<file path="src/rtl/gen_reduce.sv">
// Sink for a generator stream: launches one run with forwarded arguments, drains every beat,
// and reduces the stream to count / sum / min / max behind a ready/valid result handshake.
module gen_reduce #(
  parameter int WIDTH          = 32,
  parameter int COUNT_WIDTH    = 16,
  parameter int TIMEOUT_CYCLES = 0
) (
  input  logic                                _clock,
  input  logic                                _reset,
  input  logic                                _start,
  input  logic signed [WIDTH-1:0]             base,
  input  logic signed [WIDTH-1:0]             limit,
  input  logic signed [WIDTH-1:0]             step,
  input  logic                                throttle,
  input  logic                                _ready,
  output logic                                _valid,
  output logic                                _busy,
  output logic [COUNT_WIDTH-1:0]              _count,
  output logic signed [WIDTH+COUNT_WIDTH-1:0] _sum,
  output logic signed [WIDTH-1:0]             _min,
  output logic signed [WIDTH-1:0]             _max,
  output logic                                _timeout,
  output logic signed [WIDTH-1:0]             gen_base,
  output logic signed [WIDTH-1:0]             gen_limit,
  output logic signed [WIDTH-1:0]             gen_step,
  output logic                                gen__start,
  output logic                                gen__ready,
  input  logic signed [WIDTH-1:0]             gen_out0,
  input  logic                                gen__valid,
  input  logic                                gen__done
);

  typedef enum logic [1:0] {IDLE, START, COLLECT, RESULT} state_t;

  state_t      state;
  state_t      state_next;
  logic [31:0] timer;
  logic        accept;
  logic        end_stream;
  logic        timer_hit;

  // Handshake outputs are decoded straight from state so an async reset drops them at once.
  assign _valid     = (state == RESULT);
  assign _busy      = (state != IDLE);
  assign gen__start = (state == START);
  assign gen__ready = (state == COLLECT) && !throttle;

  assign accept     = gen__ready && gen__valid;
  assign end_stream = (state == COLLECT) && gen__done && !gen__valid;
  assign timer_hit  = (TIMEOUT_CYCLES > 0) && (state == COLLECT) && !accept && !end_stream &&
                      (timer == 32'(TIMEOUT_CYCLES - 1));

  always_ff @(posedge _clock or posedge _reset) begin
    if (_reset) state <= IDLE;
    else        state <= state_next;
  end

  always_comb begin
    state_next = state;
    case (state)
      IDLE:    if (_start) state_next = START;
      START:   state_next = COLLECT;
      COLLECT: if (end_stream || timer_hit) state_next = RESULT;
      RESULT:  if (_ready) state_next = IDLE;
      default: state_next = IDLE;
    endcase
  end

  always_ff @(posedge _clock or posedge _reset) begin
    if (_reset) begin
      gen_base  <= '0;
      gen_limit <= '0;
      gen_step  <= '0;
      _count    <= '0;
      _sum      <= '0;
      _min      <= '0;
      _max      <= '0;
      _timeout  <= 1'b0;
      timer     <= '0;
    end else if (state == IDLE && _start) begin
      gen_base  <= base;
      gen_limit <= limit;
      gen_step  <= step;
      _count    <= '0;
      _sum      <= '0;
      _min      <= '0;
      _max      <= '0;
      _timeout  <= 1'b0;
      timer     <= '0;
    end else if (state == COLLECT) begin
      if (accept) begin
        if (_count != '1) _count <= _count + 1'b1;
        _sum  <= _sum + {{COUNT_WIDTH{gen_out0[WIDTH-1]}}, gen_out0};
        // An empty accumulator (count 0) means this is the first beat: load both extremes.
        if (_count == '0 || gen_out0 < _min) _min <= gen_out0;
        if (_count == '0 || gen_out0 > _max) _max <= gen_out0;
        timer <= '0;
      end else if (TIMEOUT_CYCLES > 0 && !end_stream) begin
        timer <= timer + 32'd1;
        if (timer_hit) _timeout <= 1'b1;
      end
    end
  end

endmodule

</file>
<file path="config.mk">
export PLATFORM = sky130hd
export DESIGN_NAME = gen_reduce
export DESIGN_NICKNAME = d
export VERILOG_FILES = /design/src/rtl/gen_reduce.sv
export SDC_FILE = /design/constraint.sdc
export NUM_CORES = 1
export LEC_CHECK = 0
export BUFFER_PORTS_ARGS = -buffer_cell sky130_fd_sc_hd__buf_4
export CORE_UTILIZATION = 35
export CTS_BUF_LIST = sky130_fd_sc_hd__clkbuf_2 sky130_fd_sc_hd__clkbuf_4 sky130_fd_sc_hd__clkbuf_8
export CTS_CLUSTER_DIAMETER = 200
export DETAILED_ROUTE_END_ITERATION = 8
export SYNTH_ARGS = -nofsm -noshare
export SYNTH_HDL_FRONTEND = slang
export SYNTH_SLANG_ARGS = --single-unit
</file>
<file path="constraint.sdc">
create_clock -name _clock -period 8.1 [get_ports _clock]
set_input_delay 0.81 -clock _clock [delete_from_list [all_inputs] [get_ports _clock]]
set_output_delay 0.81 -clock _clock [all_outputs]
set_load 0.005 [all_outputs]
</file>
==> run_results.csv <==
group,metric,value,unit
grt,gr-total-overflow,0,
logic_synthesis,async_reset_ff_share,100,%
flow_run,maxCapViolations,0,
logic_synthesis,synthFlopType,"dfrtp_1",
placement,place_inst,2305,
cells_and_area,finish.net_count,2093,
floorplan,pin_count,364,
floorplan,dieArea,38800,sq um
floorplan,fp.dieW,197,um
sta,fmax,258,MHz
worst_hold_path,min_path_type,"in2async",
sta,clock_skew,30.7,ps
power,vdd_drop_max,0.000177,V
logic_synthesis,synth-simple-area-share,20.2,%
floorplan,fp.dieH,197,um
critical_path,reg2regPathDepth,10,
grt,antenna_found_initial,0,
logic_synthesis,synth_area_leaders,"dfrtp_1, nand2_1, ha_1",
sta,finalSetupTns,0,ps
cells_and_area,fin_area,17500,sq um
clocking,cts_hold_buf,0,
logic_synthesis,ys_warn_count,0,
grt,grt_max_degree,83,
placement,hpwlAfterDp,29500,um
sta,setup_viol,0,
sta,slew_headroom,23.3,%
drt,viasPerCell,4.92,
logic_synthesis,synthXorXnorAreaFrac,3.10,%
drt,drtIter0Drc,683,
placement,dpl-instance-area,16500,sq um
logic_synthesis,muxShareOfSynthArea,5.72,%
critical_path,critPathMaxStageDelay,840,ps
drt,num_vias,11700,
placement,gp_congestion,0.858,
logic_synthesis,synth-edff-count,0,
grt,grt_pass1_wl,64700,um
drt,ant_nets,0,
logic_synthesis,synth_compound_area_share,13.2,%
grt,grt_usage,21.0,%
logic_synthesis,yosysTopAreaCell,"dfrtp_1",
logic_synthesis,synth_seq_cells,226,
critical_path,r2r-end,"_max[3]",
floorplan,row_count,71,
logic_synthesis,syn_area,13300,sq um
outcome,status,"complete, no violations",
clocking,cts_root_buffer,"clkbuf_8",
clocking,htreeDepth,2,
clocking,clk_pin_slew,60,ps
drt,wl_met1,18000,um
sta,hold_viol_final,0,
clocking,cts_sinks,226,
floorplan,core,37500,sq um
clocking,ctsResizeCount,0,
drt,wl_met3,3060,um
sta,fin_ws,4220,ps
critical_path,timing.rr.start,"_max[31]",
sta,period_share,47.9,%
logic_synthesis,synth_top_family_by_area,"simple AND/OR/NAND/NOR gates",
critical_path,crit_fanout,18,
logic_synthesis,synth_cell_type_count,77,
critical_path,crit_slowest_cell,"o31ai_4",
critical_path,reg2reg_slack,4220,ps
clocking,worstSkewPairLatency,600,ps
logic_synthesis,synth-seq-area-share,42.5,%
logic_synthesis,synth_area_per_cell,8.97,sq um
drt,top_layer,"met4",
clocking,cts_setup_buffers,0,
clocking,cts_tree,"built",
clocking,clockBufferDepth,3,
drt,drc,0,
sta,worst_pin_slew,1150,ps
placement,port_buffers,362,
cells_and_area,area_growth_syn_to_layout,31.6,%
grt,grt_pass1_vias,11700,
sta,period_minus_slack,3880,ps
drt,avgRoutedWirePerCell,17.1,um
critical_path,path_cells,"inv_1, ha_1, nand4_1, nor3_1, o21ai_0, o211a_1, and3b_1, o31ai_4, buf_4, mux2_2",
power,power.leakage,0.00915,uW
power,powerDensity,373,nW/um^2
logic_synthesis,yosys.area_share.adder,11.2,%
sta,slew_viol_final,0,
critical_path,critical_path_class,"reg2reg",
critical_path,startpoint_type,"flip-flop",
cells_and_area,fillers,3652,
critical_path,crit_path_end_kind,"flip-flop",
logic_synthesis,synthDominantCellAreaShare,42.5,%
critical_path,crit_arrival,4340,ps
logic_synthesis,syn_inst,1482,
logic_synthesis,syn-num-nets,1735,
clocking,cts_buffers,44,
floorplan,start_util,35.5,%
sta,rsz0062_at_grt,"no",
cells_and_area,post-route-util,46.7,%
cells_and_area,diodes,0,
drt,first_pass_iters,5,
cells_and_area,final_cells,2384,
placement,pre_cts_ws,3700,ps
cells_and_area,drive_gt1_share,28.6,%
drt,wl_met2,19100,um
critical_path,critical_path_required,8560,ps
drt,wl,40800,um
-- Yosys cell counts, types with 10 or more instances --
cell type and instances:
nand3_1 23, clkbuf_1 42, xnor2_1 26, dfrtp_1 226
o21bai_1 10, a21o_1 46, ha_1 117, nand2_1 406
o21ai_0 38, a21oi_1 103, nor3_1 14, and2_1 37
buf_2 10, and3_1 10, xor2_1 21, inv_1 86
nand4_1 23, nor2_1 54, mux2_2 63
-- power by group --
part | switching, uW | internal, uW | leakage, uW
logic | 1630 | 1570 | 0.00577
registers | 398 | 1630 | 0.00287
clock network | 529 | 763 | 0.000519
-- critical path: cells and delay by family, from the launching register on --
family,cells,cell delay [ps]
compound gates,3,1240
mux,1,380
fa+ha+maj,1,380
simple gates,3,790
flops,1,430
buf+inv,2,510
-- worst max path at each step --
stage                end         start  depth (start not counted)
2_1_floorplan  _count[0]        _reset                          1
4_1_cts          _max[1]      _max[31]                         10
3_5_place_dp     _max[1]  gen_out0[31]                         10
3_3_place_gp     _max[2]  gen_out0[31]                         10
6_report         _max[3]      _max[31]                         10
5_1_grt          _max[7]      _max[31]                         10
-- per-layer routing --
| metal | up-vias | GRT usage [%] |
|---|---|---|
| li1 | 5757 | - |
| met1 | 5557 | 27.0 |
| met2 | 367 | 34.0 |
| met3 | 57 | 6.35 |
| met4 | 0 | 5.57 |
| met5 | - | 0 |
-- state kept, by name (all words and copies together), names as in the netlist --
signal     count
_count        16
_sum          48
_min          32
gen_base      32
_max          32
gen_limit     32
state          2
gen_step      32
-- cells in the final DEF, fill, tap and decap left out, drive strengths merged, types with 6 or more instances in the layout --
cell type and n:
a2111oi 6, a211oi 9, a21o 46, a21oi 105
a31oi 9, and2 38, and3 10, buf 369
clkbuf 64, clkinv 9, dfrtp 226, ha 117
inv 86, mux2 64, nand2 407, nand3 23
nand4 23, nor2 54, nor2b 9, nor3 14
nor4 6, o21ai 41, o21bai 10, or3 6
xnor2 26, xor2 21
-- logic make-up after synthesis --
family | after synthesis
DFF | 226
other | 1
xor gates and xnor gates | 47
buffers and inverters | 143
AOI/OAI and AO/OA | 268
adders and majority gates | 118
muxes | 68
and+or+nand+nor | 611
-- area by class of cell --
| cell class | instances | area, sq um | share of cell area, % |
|---|---|---|---|
| inverters | 86 | 330 | 1.89 |
| clock buffers | 64 | 800 | 4.57 |
| clock inverters | 15 | 180 | 1.03 |
| multi-input cells | 1113 | 7120 | 40.7 |
| well taps | 511 | 639 | 3.65 |
| flip-flops and latches | 226 | 5660 | 32.3 |
| repair buffers | 369 | 2770 | 15.8 |
-- stage by stage --
stage	hold slack, ps	power, uW
3_3_place_gp	458	5210
3_5_place_dp	464	5260
5_1_grt	271	7050
2_1_floorplan	470	3800
4_1_cts	269	6600
6_report	251	6520
No activity file was read; power rests on OpenSTA's default activity.
